**src/rtl/mips_pkg.sv**
```systemverilog
// Shared encodings and constants for the multicycle MIPS datapath blocks.
package mips_pkg;

  typedef enum logic [1:0] {
    MODO_SEQ    = 2'd0,
    MODO_BRANCH = 2'd1,
    MODO_JUMP   = 2'd2,
    MODO_REG    = 2'd3
  } modo_e;

  localparam int unsigned INCREMENTO_PC = 4;
  localparam int unsigned LARGURA_ETAPA = 4;

endpackage

```
**src/rtl/contador_etapas.sv**
```systemverilog
// Modulo-NUM_ETAPAS step counter with enable and synchronous reset.
// Kept generic so the control unit can instantiate its own copy.
module contador_etapas
  import mips_pkg::*;
#(
  parameter int unsigned NUM_ETAPAS = 5,
  parameter int unsigned LARGURA    = LARGURA_ETAPA
) (
  input  logic               clk_i,
  input  logic               rst_i,
  input  logic               en_i,
  output logic [LARGURA-1:0] etapa_o
);

  localparam logic [LARGURA-1:0] ULTIMA = LARGURA'(NUM_ETAPAS - 1);

  logic [LARGURA-1:0] etapa_q, etapa_d;

  always_comb begin
    etapa_d = etapa_q;
    if (en_i) begin
      etapa_d = (etapa_q == ULTIMA) ? '0 : etapa_q + LARGURA'(1);
    end
  end

  always_ff @(posedge clk_i) begin
    if (rst_i) etapa_q <= '0;
    else       etapa_q <= etapa_d;
  end

  assign etapa_o = etapa_q;

endmodule

```
**src/rtl/contador_programa_multiciclo.sv**
```systemverilog
// Multicycle MIPS program counter: owns the instruction step counter and
// loads the next address once per instruction, in step ETAPA_CARGA.
module contador_programa_multiciclo
  import mips_pkg::*;
#(
  parameter int unsigned          LARGURA      = 32,
  parameter int unsigned          NUM_ETAPAS   = 5,
  parameter int unsigned          ETAPA_CARGA  = 1,
  parameter logic [LARGURA-1:0]   RESET_VECTOR = '0
) (
  input  logic                     clk,
  input  logic                     rst,
  input  logic                     habilita,
  input  logic [1:0]               modo,
  input  logic                     condicao,
  input  logic [15:0]              deslocamento,
  input  logic [25:0]              alvoJump,
  input  logic [LARGURA-1:0]       endEntrada,
  output logic [LARGURA-1:0]       endSaida,
  output logic [LARGURA-1:0]       pcMais4,
  output logic [LARGURA_ETAPA-1:0] etapa,
  output logic                     excecaoAlinhamento
);

  localparam logic [LARGURA_ETAPA-1:0] ETAPA_CARGA_L = LARGURA_ETAPA'(ETAPA_CARGA);

  logic [LARGURA-1:0] pc_q, pc_d;
  logic               exc_q, exc_d;
  logic [LARGURA-1:0] alvo_branch, alvo_jump, desl_ext;
  logic               carga;

  contador_etapas #(
    .NUM_ETAPAS (NUM_ETAPAS),
    .LARGURA    (LARGURA_ETAPA)
  ) u_etapas (
    .clk_i   (clk),
    .rst_i   (rst),
    .en_i    (habilita),
    .etapa_o (etapa)
  );

  assign pcMais4     = pc_q + LARGURA'(INCREMENTO_PC);
  // Word offset -> byte offset; sign bit replicated across the upper bits.
  assign desl_ext    = {{(LARGURA-18){deslocamento[15]}}, deslocamento, 2'b00};
  assign alvo_branch = pcMais4 + desl_ext;
  assign alvo_jump   = {pcMais4[LARGURA-1:28], alvoJump, 2'b00};
  assign carga       = habilita && (etapa == ETAPA_CARGA_L);

  always_comb begin
    pc_d  = pc_q;
    exc_d = exc_q;
    if (carga) begin
      case (modo)
        MODO_SEQ:    pc_d = pcMais4;
        MODO_BRANCH: pc_d = condicao ? alvo_branch : pcMais4;
        MODO_JUMP:   pc_d = alvo_jump;
        MODO_REG: begin
          // Misaligned jr target: keep PC, latch the sticky fault.
          if (endEntrada[1:0] == 2'b00) pc_d  = endEntrada;
          else                          exc_d = 1'b1;
        end
        default:     pc_d = pc_q;
      endcase
    end
  end

  always_ff @(posedge clk) begin
    if (rst) begin
      pc_q  <= RESET_VECTOR;
      exc_q <= 1'b0;
    end else begin
      pc_q  <= pc_d;
      exc_q <= exc_d;
    end
  end

  assign endSaida           = pc_q;
  assign excecaoAlinhamento = exc_q;

endmodule

```
**config.mk**
```make
export PLATFORM = sky130hd
export DESIGN_NAME = contador_programa_multiciclo
export DESIGN_NICKNAME = d
export VERILOG_FILES = /design/src/rtl/mips_pkg.sv /design/src/rtl/contador_etapas.sv /design/src/rtl/contador_programa_multiciclo.sv
export SDC_FILE = /design/constraint.sdc
export NUM_CORES = 1
export LEC_CHECK = 0
export ABC_AREA = 1
export CAP_MARGIN = 15
export CORE_MARGIN = 2
export CORE_UTILIZATION = 54
export CTS_CLUSTER_DIAMETER = 50
export CTS_CLUSTER_SIZE = 14
export DETAILED_ROUTE_END_ITERATION = 10
export GPL_TIMING_DRIVEN = 0
export PLACE_DENSITY = 0.94
export SETUP_SLACK_MARGIN = 0.5
export SLEW_MARGIN = 20
export SYNTH_ARGS = -nofsm -noshare
export SYNTH_HDL_FRONTEND = slang
export SYNTH_SLANG_ARGS = --single-unit
```
**constraint.sdc**
```tcl
create_clock -name clk -period 5.4 [get_ports clk]
set_input_delay 1.08 -clock clk [delete_from_list [all_inputs] [get_ports clk]]
set_output_delay 1.08 -clock clk [all_outputs]
set_load 0.05 [all_outputs]
```
[Yosys cells after proc, flatten, opt, wreduce, memory -nomap -nowiden]
Index checks and enable logic that the tools add are counted.
Cells by class
  add/subtract/negate cells: 3
  equality and inequality tests: 6
  muxes and demuxes: 4
  bitwise operators: 1
  reductions and logical operators: 5
Operators with widths (count)
  case mux 32 bit (4 select lines): 1
  2-to-1 mux 32 bit: 2
  adder 32 x 3 -> 32 bit, second input constant: 1
  adder 32 bit: 1
  adder 4 x 1 -> 4 bit, second input constant: 1
  == test 2 bit, second input constant: 2
  == test 4 x 1 -> 1 bit, second input constant: 1
  == test 4 x 3 -> 1 bit, second input constant: 1
  zero test 2 bit: 2
  2-to-1 mux 4 bit: 1
  AND reduction 3 bit: 1
  == test 2 x 1 -> 1 bit, second input constant: 1
  != test 2 bit, second input constant: 1
  AND reduction 2 bit: 1
  logical AND 1 bit: 1
  inverter 1 bit: 1
Word-level totals
  register bits: 37
  input port bits: 80
  output and inout bits: 69

[Logic depth before layout (Yosys ltp)]
Gate-level depths: netlist of the first run.
  word-level depth: 4
  mapped depth: 28
  mapped depth without buffers: 28

[Hierarchy]
Synthesis of the first run repeated with hierarchy kept, for this count alone.
Unflattened totals
  cells, all modules: 907
  area total of the unflattened synthesis: 5206.2 sq um
Modules (own cells, without submodules)
  contador_programa_multiciclo: times used 1, cells an instance 880, area each 5007.3 sq um, seq. area each 660.6 sq um
  contador_etapas: times used 1, cells an instance 27, area each 198.9 sq um, seq. area each 80.1 sq um

[Worst setup path before layout of the first run]
No wires, ideal clock.
  path type: flip-flop to flip-flop
  from: register pc_q[2] (netlist: endSaida[2])
  to: register pc_q[30] (netlist: endSaida[30])
  data arrival time: 3.868 ns
  data required time: 5.268 ns
  setup slack: 1.399 ns
  stages on the path, launching flop included: 20
  cell sequence: dfxtp_1 > inv_1 > nor2_2 > nand3_1 > inv_1 > nand2_1 > xnor2_1 > ha_1 > a21oi_1 > o21ai_0 > nand2_1 > nand2_1 > a21oi_1 > nand2_1 > nand2_1 > nand3_1 > nand2_1 > nand2_1 > nand2_1 > a21oi_1
On the way
  word-level cells in the longest chain between the ends: 4
RTL lines
  from (decl): RTL line contador_programa_multiciclo.sv:27  | logic [LARGURA-1:0] pc_q, pc_d;
  from (signal assigned): RTL line contador_programa_multiciclo.sv:72  | pc_q <= pc_d;
  adder 32 x 3 -> 32 bit: RTL line contador_programa_multiciclo.sv:42  | assign pcMais4 = pc_q + LARGURA'(INCREMENTO_PC);
  via pcMais4[2]: RTL line contador_programa_multiciclo.sv:20  | output logic [LARGURA-1:0] pcMais4,
  adder 32 bit: RTL line contador_programa_multiciclo.sv:45  | assign alvo_branch = pcMais4 + desl_ext;
  2-to-1 mux 32 bit: RTL line contador_programa_multiciclo.sv:55  | MODO_BRANCH: pc_d = condicao ? alvo_branch : pcMais4;
  case mux 32 bit (4 select lines): RTL line contador_programa_multiciclo.sv:53  | case (modo)
The timed path passes the listed nets, and every way through them passes these cells.
A chain may end at the register's enable or synchronous reset.

[Worst setup path in the final report of the first run]
  from: register pc_q[2] (netlist: endSaida[2])
  to: output port pcMais4[20]
On the way
  word-level cells in the longest chain between the ends: 1
RTL lines (RTL line)
  adder 32 x 3 -> 32 bit: contador_programa_multiciclo.sv:42
  to (decl): contador_programa_multiciclo.sv:20
Every way passes these cells.

==> impl_metrics.json, run 1 <==
{
  "hold_slack_ps": 490,
  "sw_frac_of_total": 0.424,
  "cts_root_buf": "clkbuf_8",
  "power_leakage_nw": 3.80,
  "insertion_delay_ps": 290,
  "multi_input_area_mm2": 0.00398,
  "diodes": 0,
  "synth_edf_count": 0,
  "yosysSeqAreaShare": 0.134,
  "synth_async_sr_flop_share": 0,
  "cts_resized": 0,
  "rsz0062_at_grt": "no",
  "yosys.area.top_type": "nand2_1",
  "synth-seq-cells": 37,
  "syn_avg_cell_area_um2": 5.36,
  "p_int_w": 0.000559,
  "grt_pass1_vias": 6755,
  "critPathKind": "flip-flop to output pin",
  "start_util": 0.560,
  "finalNonFillerCells": 1316,
  "grtUsageTotal": 0.372,
  "die_h_um": 105,
  "worstPathMaxFanout": 7,
  "overflow": 0,
  "firstDrtPassIters": 5,
  "synth_warnings": 0,
  "routedWlPerCell_um": 15.7,
  "max_slew_margin": 0.453,
  "portBuffers": 145,
  "clk_pin_slew_ps": 80,
  "whs_path_depth": 2,
  "cts.sinks": 37,
  "min_path_type": "flip-flop to flip-flop",
  "syn_nets": 1147,
  "synth_top_cells_by_count": "nand2_1 (360), inv_1 (170), nor2_1 (94), nand3_1 (85), a21oi_1 (73)",
  "vias": 7340,
  "cellPowerDensity_mw_per_mm2": 134,
  "drv_cap": 0,
  "num_rows": 36,
  "vdd_drop_max_uv": 109,
  "ff_latch_area_um2": 741,
  "yosys.area_share.simple": 0.449,
  "grt_max_degree": 21,
  "p_seq_frac": 0.307,
  "report.power.total_w": 0.000971,
  "synth_xor_area_frac": 0.0301,
  "synthAdderAreaFrac": 0.0852,
  "synth.most_common_cell": "nand2_1",
  "setup_tns_ps": 0,
  "reg2reg_depth": 24,
  "synthCells": 1030,
  "fin_nets": 1299,
  "dieArea_mm2": 0.0111,
  "antenna_found_initial": 0,
  "ios": 149,
  "synth.distinct_cells": 44,
  "drv_slew": 0,
  "endpoint_kind": "output pin",
  "dp.cells": 1308,
  "min_period_ps": 4060,
  "synth_ff_type": "dfxtp_1",
  "postCtsSetupBuffers": 0,
  "cp-start-kind": "flip-flop",
  "max_freq_ghz": 0.246,
  "worst_pin_slew_ps": 817,
  "die_w_um": 105,
  "setup_viol": 0,
  "drive_above_1_share": 0.0380,
  "dpl.hpwl_mm": 17.2,
  "syn_area_mm2": 0.00552,
  "synthMuxAreaShare": 0,
  "avgViaCountPerCell": 5.58,
  "report.final.hold_viol_count": 0,
  "synth_compound_area_frac": 0.157,
  "synth_top_family_by_area": "simple AND/OR/NAND/NOR gates",
  "p_clk_frac": 0.217,
  "period_share": 0.751,
  "fin_worst_skew_ps": 11.8,
  "grt_first_pass_wirelength_mm": 33.0,
  "yosys-top-cells-area": "nand2_1 (24%), dfxtp_1 (13%), inv_1 (12%), ha_1 (8.2%), nand3_1 (7.7%)",
  "combPwrFrac": 0.476,
  "drc": 0,
  "cp.required_ps": 4320,
  "power_switching_w": 0.000412,
  "globalplace.congestion": 1.02,
  "cp.arrival_ps": 2980,
  "postCtsHoldBufs": 0,
  "area_growth_pct": 31.0,
  "routed_wl_mm": 20.6,
  "cts_buffers": 5,
  "synth_top_cell_area_share": 0.245,
  "ant_nets": 0,
  "status": "completed",
  "cts_tree": "done",
  "cts.path.max_buffers": 2,
  "drt_iter0_markers": 635,
  "cts_max_level": 2,
  "fillers": 842,
  "core_area_mm2": 0.00986,
  "r2r_slack_ps": 1660
}
## sequential cells by signal, summed over array words and instances (netlist names)
signal,flops
endSaida,32
excecaoAlinhamento,1
u_etapas.etapa_o,4
## power by group through the flow
stage | clock network [W] | logic [W] | registers [W]
2_1_floorplan | 0 | 0.000243 | 0.000336
3_3_place_gp | 0 | 0.000447 | 0.000304
3_5_place_dp | 0 | 0.000450 | 0.000304
4_1_cts | 0.000208 | 0.000453 | 0.000297
5_1_grt | 0.000222 | 0.000498 | 0.000299
6_report | 0.000211 | 0.000462 | 0.000298
## kinds of logic after synthesis
group / count (synthesis)
simple gates: 586
buf+inv: 201
compound gates: 150
fa+ha+maj: 37
flops: 37
xor+xnor: 19
## path summary, 6_finish.rpt
| check | startpoint | endpoint |
|---|---|---|
| max | endSaida[2] | pcMais4[20] |
| min | endSaida[1] | endSaida[1] |
| max reg2reg | endSaida[2] | endSaida[23] |
| min reg2reg | endSaida[1] | endSaida[1] |
## stage by stage
stage | cell area (µm²) | worst slack (ps) | util
floorplan | 5520 | 1400 | -
global placement | 7140 | 1530 | 0.724
detailed placement | 7140 | 1550 | 0.724
CTS | 7240 | 1370 | 0.734
global route | 7240 | 1170 | 0.734
finish | 7240 | 1340 | 0.734
## metal layers
metal | wire length, µm | up-vias | track usage | share of wire
li1 | - | 3562 | - | -
met2 | 9340 | 464 | 0.637 | 0.45
met4 | 979 | 0 | 0.138 | 0.047
met1 | 8260 | 3237 | 0.470 | 0.40
met3 | 2070 | 77 | 0.0549 | 0.10
met5 | 0 | - | 0 | 0
## cells in the final DEF, fill, tap and decap left out, types with 2 or more instances in the layout
master,instances
a21o_1,2
a21oi_1,73
a221oi_1,11
a22o_1,4
and2_1,5
buf_2,5
buf_4,3
buf_6,2
clkbuf_1,15
clkbuf_8,6
clkdlybuf4s50_1,145
clkinv_1,2
dfxtp_1,37
ha_1,36
inv_1,170
inv_2,3
nand2_1,360
nand2_2,6
nand2_4,2
nand3_1,85
nand3b_1,5
nand4_1,6
nor2_1,94
nor2_2,3
nor2_4,4
nor3_1,6
o2111ai_1,3
o211ai_1,5
o21ai_0,39
o21bai_1,5
o221ai_1,2
o31ai_1,3
or2_2,4
xnor2_1,5
xor2_1,14
## critical path: stages, from the launching register on
cell             delay (ps)
dfxtp_1                 450
ha_1                    210
nand2_1                  70
inv_1                   130
nand2_4                 100
nor2_8                  120
nand2_4                  70
nor2_4                  140
nand2_2                  70
or2_1                   220
and2_4                  160
inv_1                   110
clkdlybuf4s50_1         810
## final cells by class
type	instances	share of cell area
multi-input combinational	792	0.550
timing repair buffer	145	0.201
sequential	37	0.102
inverter	175	0.0908
tap	133	0.0230
buffer	26	0.0195
clock buffer	6	0.0114
clock inverter	2	0.00190
Note: power is estimated with default switching activity, not from simulation.
==> run 2: changes to the inputs <==
--- a/config.mk
+++ b/config.mk
@@ -8,12 +8,12 @@
 export ABC_AREA = 1
 export CAP_MARGIN = 15
 export CORE_MARGIN = 2
-export CORE_UTILIZATION = 54
+export CORE_UTILIZATION = 46
 export CTS_CLUSTER_DIAMETER = 50
 export CTS_CLUSTER_SIZE = 14
 export DETAILED_ROUTE_END_ITERATION = 10
 export GPL_TIMING_DRIVEN = 0
-export PLACE_DENSITY = 0.94
+export PLACE_DENSITY = 0.86
 export SETUP_SLACK_MARGIN = 0.5
 export SLEW_MARGIN = 20
 export SYNTH_ARGS = -nofsm -noshare
==> constraint.sdc (replaced) <==
create_clock -name clk -period 3.3 [get_ports clk]
set_input_delay 0.66 -clock clk [delete_from_list [all_inputs] [get_ports clk]]
set_output_delay 0.66 -clock clk [all_outputs]
set_load 0.05 [all_outputs]
==> impl_metrics.json, run 2 (synthesis gave the netlist of run 1 again) <==
{
  "status": "completed",
  "cts_tree": "done",
  "min_period_ps": 3120,
  "postPlaceCellArea_mm2": 0.00761,
  "rr_startpoint": "endSaida[2]",
  "setup_slack_ps": 177,
  "diodes": 0,
  "num_rows": 40,
  "p_clk_frac": 0.308,
  "crit_path_end": "endSaida[27]",
  "routed_wl_mm": 23.8,
  "cellPowerDensity_mw_per_mm2": 231,
  "die_h_um": 114,
  "drc": 0,
  "fin_worst_skew_ps": 5.75,
  "multi_input_area_mm2": 0.00494,
  "fillers": 946,
  "timing.rr.end": "endSaida[27]",
  "drive_above_1_share": 0.247,
  "cts_root_buf": "clkbuf_16",
  "ff_latch_area_um2": 793,
  "endpoint_kind": "flip-flop",
  "portBuffers": 145,
  "reg2reg_depth": 23,
  "firstDrtPassIters": 8,
  "crit_start": "endSaida[2]",
  "max_slew_margin": 0.513,
  "cts.sinks": 37,
  "critPathKind": "flip-flop to flip-flop",
  "cts_max_level": 2,
  "cp.arrival_ps": 3270,
  "p_seq_frac": 0.245,
  "max_freq_ghz": 0.320,
  "worstPathMaxFanout": 4,
  "post-route-cell-area_mm2": 0.00869,
  "ios": 149,
  "min_path_type": "flip-flop to flip-flop",
  "report.final.hold_viol_count": 0,
  "insertion_delay_ps": 290,
  "clk_pin_slew_ps": 60,
  "vias": 7799,
  "whs_path_depth": 2,
  "avgViaCountPerCell": 5.67,
  "rsz0062_at_grt": "yes",
  "period_share": 0.946,
  "hold_slack_ps": 478,
  "cp.required_ps": 3440,
  "ant_nets": 0,
  "fin_nets": 1344,
  "crit_slowest_cell": "dfxtp_4",
  "cts.path.max_buffers": 2,
  "die_w_um": 114,
  "worst_pin_slew_ps": 730,
  "final_util": 0.732,
  "cp_common_cell": "nand2_1",
  "grt_pass1_vias": 7141,
  "dp.cells": 1322,
  "drt_iter0_markers": 1046,
  "setup_viol": 0,
  "largest_reg_flops": 32,
  "r2r_slack_ps": 180,
  "vdd_drop_max_uv": 252,
  "dpl.hpwl_mm": 17.6,
  "path_cells": "buf_6, clkinvlp_4, nor2_4, nand2_2, nor2_4, buf_6, buf_6, nand2_1, nand2_1, and2_4, clkinvlp_4, ha_4, nand2_4, nor2_4, nand2_2, nor2_1, nand2_1, nand4_1, nand3_2, nand2_1, nand2_1, nand2_1, a21oi_1",
  "start_util": 0.466,
  "slowest_delay_ps": 390,
  "final_cell_mix": "nand2_1 (305), inv_1 (154), clkdlybuf4s50_1 (119), nand3_1 (75), nor2_1 (62)",
  "combPwrFrac": 0.447,
  "dieArea_mm2": 0.0129,
  "overflow": 0,
  "grt_first_pass_wirelength_mm": 35.1,
  "drv_slew": 0,
  "p_int_w": 0.00122,
  "drv_cap": 0,
  "postCtsHoldBufs": 0,
  "grtUsageTotal": 0.342,
  "layout_commonest_cell": "nand2_1",
  "area_growth_pct": 57.3,
  "sw_frac_of_total": 0.393,
  "finalNonFillerCells": 1375,
  "routedWlPerCell_um": 17.3,
  "power_leakage_nw": 4.28,
  "dp_slack_ps": 9.78,
  "power_switching_w": 0.000789,
  "globalplace.congestion": 0.961,
  "grt_max_degree": 21,
  "cp-start-kind": "flip-flop",
  "core_area_mm2": 0.0119,
  "antenna_found_initial": 0,
  "cts_buffers": 5
}
==> run 2: cell count changes in the layout (fill, tap and decap cells not counted), moves of 22 or more <==
cell	delta
nand2_1	-55
nand2_2	+40
clkdlybuf4s50_1	-26
dfxtp_1	-22
buf_4	+41
nor2_1	-32
ha_1	-22
==> run 2: layer usage <==
| layer | up-vias | track usage | part of all wire |
|---|---|---|---|
| li1 | 3663 | - | - |
| met1 | 3505 | 0.422 | 0.38 |
| met2 | 526 | 0.591 | 0.46 |
| met3 | 105 | 0.0531 | 0.11 |
| met4 | 0 | 0.146 | 0.047 |
| met5 | - | 0 | 0 |
==> run 2: through the flow <==
stage / power [W] / setup TNS (ps)
floorplan: 0.000990 / 0
global placement: 0.00128 / -6640
detailed placement: 0.00128 / 0
CTS: 0.00193 / 0
global route: 0.00208 / 0
finish: 0.00201 / 0
==> run 2: timing repair <==
item	4_1_cts	5_1_grt
setup buffers	23	22
gates resized for setup	140	117
endpoints found under the setup margin	47	45
pin swaps	42	37
==> run 2: power groups by stage <==
stage	logic [W]	clock network (W)	registers [W]
6_report	0.000897	0.000618	0.000492
5_1_grt	0.000955	0.000634	0.000493
4_1_cts	0.000824	0.000614	0.000487
3_5_place_dp	0.000788	0	0.000497
3_3_place_gp	0.000781	0	0.000497
2_1_floorplan	0.000441	0	0.000549
==> run 2: worst min-delay path by stage <==
stage	start	end	slack (ps)
2_1_floorplan	endSaida[6]	endSaida[6]	570
3_3_place_gp	excecaoAlinhamento	excecaoAlinhamento	460
3_5_place_dp	excecaoAlinhamento	excecaoAlinhamento	460
4_1_cts	excecaoAlinhamento	excecaoAlinhamento	480
5_1_grt	excecaoAlinhamento	excecaoAlinhamento	490
6_report	excecaoAlinhamento	excecaoAlinhamento	480
==> run 2: worst max-delay path, delay by kind of cell (launching register included) <==
| kind | cells | cell delay, ps |
|---|---|---|
| simple gates | 16 | 1630 |
| fa+ha+maj | 1 | 340 |
| compound gates | 1 | 70 |
| buf+inv | 5 | 540 |
| flops | 1 | 390 |
==> run 2: area by class of cell <==
cell class	count	area share
multi-input combinational	792	0.569
timing repair buffer	190	0.202
sequential	37	0.0913
inverter	175	0.0786
tap	147	0.0212
clock buffer	6	0.0173
buffer	26	0.0163
clock inverter	2	0.00446
==> run 3: changes to the inputs <==
--- a/config.mk
+++ b/config.mk
@@ -8,12 +8,12 @@
 export ABC_AREA = 1
 export CAP_MARGIN = 15
 export CORE_MARGIN = 2
-export CORE_UTILIZATION = 46
+export CORE_UTILIZATION = 50
 export CTS_CLUSTER_DIAMETER = 50
-export CTS_CLUSTER_SIZE = 14
+export CTS_CLUSTER_SIZE = 12
 export DETAILED_ROUTE_END_ITERATION = 10
 export GPL_TIMING_DRIVEN = 0
-export PLACE_DENSITY = 0.86
+export PLACE_DENSITY = 0.88
 export SETUP_SLACK_MARGIN = 0.5
 export SLEW_MARGIN = 20
 export SYNTH_ARGS = -nofsm -noshare
==> constraint.sdc (replaced) <==
create_clock -name clk -period 3.5 [get_ports clk]
set_input_delay 0.7 -clock clk [delete_from_list [all_inputs] [get_ports clk]]
set_output_delay 0.7 -clock clk [all_outputs]
set_load 0.05 [all_outputs]
==> impl_metrics.json, run 3 (synthesis gave the netlist of run 1 again) <==
{
  "dp.cells": 1315,
  "dpl.hpwl_mm": 17.0,
  "routed_wl_mm": 23.7,
  "endpoint_kind": "flip-flop",
  "vdd_drop_max_uv": 243,
  "cts_root_buf": "clkbuf_8",
  "critPathKind": "flip-flop to flip-flop",
  "cp.required_ps": 3670,
  "routedWlPerCell_um": 17.4,
  "cts_max_level": 2,
  "report.final.hold_viol_count": 0,
  "drc": 0,
  "num_rows": 38,
  "worstPathMaxFanout": 5,
  "finalNonFillerCells": 1365,
  "fin_worst_skew_ps": 13.7,
  "cts_buffers": 5,
  "status": "completed",
  "overflow": 0,
  "vias": 7954,
  "avgViaCountPerCell": 5.83,
  "globalplace.congestion": 1.04,
  "drt_iter0_markers": 976,
  "final_cell_mix": "nand2_1 (315), inv_1 (151), clkdlybuf4s50_1 (119), nand3_1 (71), nor2_1 (60)",
  "fin_nets": 1340,
  "ant_nets": 0,
  "worst_pin_slew_ps": 704,
  "max_freq_ghz": 0.315,
  "rsz0062_at_grt": "yes",
  "grtUsageTotal": 0.363,
  "drive_above_1_share": 0.238,
  "cts.sinks": 37,
  "clk_pin_slew_ps": 90,
  "firstDrtPassIters": 8,
  "fillers": 769,
  "grt_first_pass_wirelength_mm": 33.6,
  "area_growth_pct": 54.3,
  "dieArea_mm2": 0.0119,
  "cp-start-kind": "flip-flop",
  "cts.path.max_buffers": 2,
  "portBuffers": 145,
  "start_util": 0.512,
  "period_share": 0.907,
  "setup_viol": 0,
  "power_leakage_nw": 4.25,
  "layout_commonest_cell": "nand2_1",
  "largest_reg_flops": 32,
  "core_area_mm2": 0.0108,
  "drv_cap": 0,
  "min_period_ps": 3170,
  "hold_slack_ps": 496,
  "die_h_um": 109,
  "max_slew_margin": 0.531,
  "cp.arrival_ps": 3340,
  "grt_pass1_vias": 6948,
  "die_w_um": 109,
  "antenna_found_initial": 0,
  "insertion_delay_ps": 310,
  "min_path_type": "flip-flop to flip-flop",
  "ios": 149,
  "grt_max_degree": 21,
  "final_util": 0.790,
  "drv_slew": 0,
  "cellPowerDensity_mw_per_mm2": 200,
  "cts_tree": "done"
}
==> run 3: cell types whose count changed in the layout (fill, tap and decap cells not counted), sizes merged <==
cell           change
dlygate4sd2        +1
clkinvlp           -1
buf               -12
diode              +1
dlymetal6s2s       +2
clkbuf             +2
clkdlybuf4s15      +3
clkinv             +1
==> run 3: per-stage QoR <==
step / TNS (ps) / setup slack, ps / power, W / area (µm²)
after global placement: -2600 / -273 / 0.00117 / 7390
after CTS: 0 / 389 / 0.00159 / 7840
after detailed placement: 0 / 211 / 0.00118 / 7390
after floorplan: 0 / 359 / 0.000912 / 5770
after global routing: 0 / 179 / 0.00176 / 8520
final: 0 / 327 / 0.00170 / 8520
==> run 3: timing repair <==
item | 4_1_cts | 5_1_grt
pin swaps | 21 | 80
resized for setup | 94 | 157
endpoints found under the setup margin | 45 | 40
hold buffers | 0 | 0
buffers inserted | 16 | 25
==> run 3: final timing paths <==
| path | start | to | slack [ps] | depth (start not counted) |
|---|---|---|---|---|
| worst max register to register | endSaida[2] | endSaida[25] | 330 | 24 |
| worst min-delay path | endSaida[0] | endSaida[0] | 500 | 2 |
| worst min register to register | endSaida[0] | endSaida[0] | 500 | 2 |
| worst max-delay path | endSaida[2] | endSaida[25] | 330 | 24 |
==> run 3: final cells by class <==
cell class,instances,area (µm²),area share
clock inverter,2,38.8,0.00455
inverter,175,679,0.0797
timing repair buffer,186,1750,0.205
multi-input combinational,792,4880,0.572
clock buffer,6,72.6,0.00851
buffer,26,141,0.0166
tap,140,175,0.0206
antenna,1,2.50,0.000294
sequential,37,786,0.0922
==> run 3: critical path, stage by stage (launching register included) <==
cell and delay [ps]:
dfxtp_4 420, ha_4 160, nand2_4 60, inv_4 80, nand2_8 60, nor2_8 130, nand2_4 90, nor2_4 150
nand2_2 70, or2_1 240, and2_4 180, clkinvlp_4 80, ha_4 220, nand2_4 110, nor2_2 40, nor2_1 120
nor2_1 80, nor2_2 170, nand3_1 90, nand2_1 70, nand3_1 70, nand2_1 120, nand2_1 60, nand2_1 80
a21oi_1 70
==> run 3: power breakdown <==
| part | switching [W] | leakage, nW | internal, W |
|---|---|---|---|
| sequential | 0.0000291 | 0.311 | 0.000434 |
| combinational | 0.000520 | 3.88 | 0.000327 |
| clock | 0.000179 | 0.0554 | 0.000214 |
| total | 0.000728 | 4.25 | 0.000976 |
==> run 3: layer usage <==
metal / up-vias / GRT usage / share of wire
met5: - / 0 / 0
met4: 0 / 0.158 / 0.065
met3: 146 / 0.0765 / 0.12
met2: 625 / 0.605 / 0.45
met1: 3521 / 0.448 / 0.37
li1: 3662 / - / -
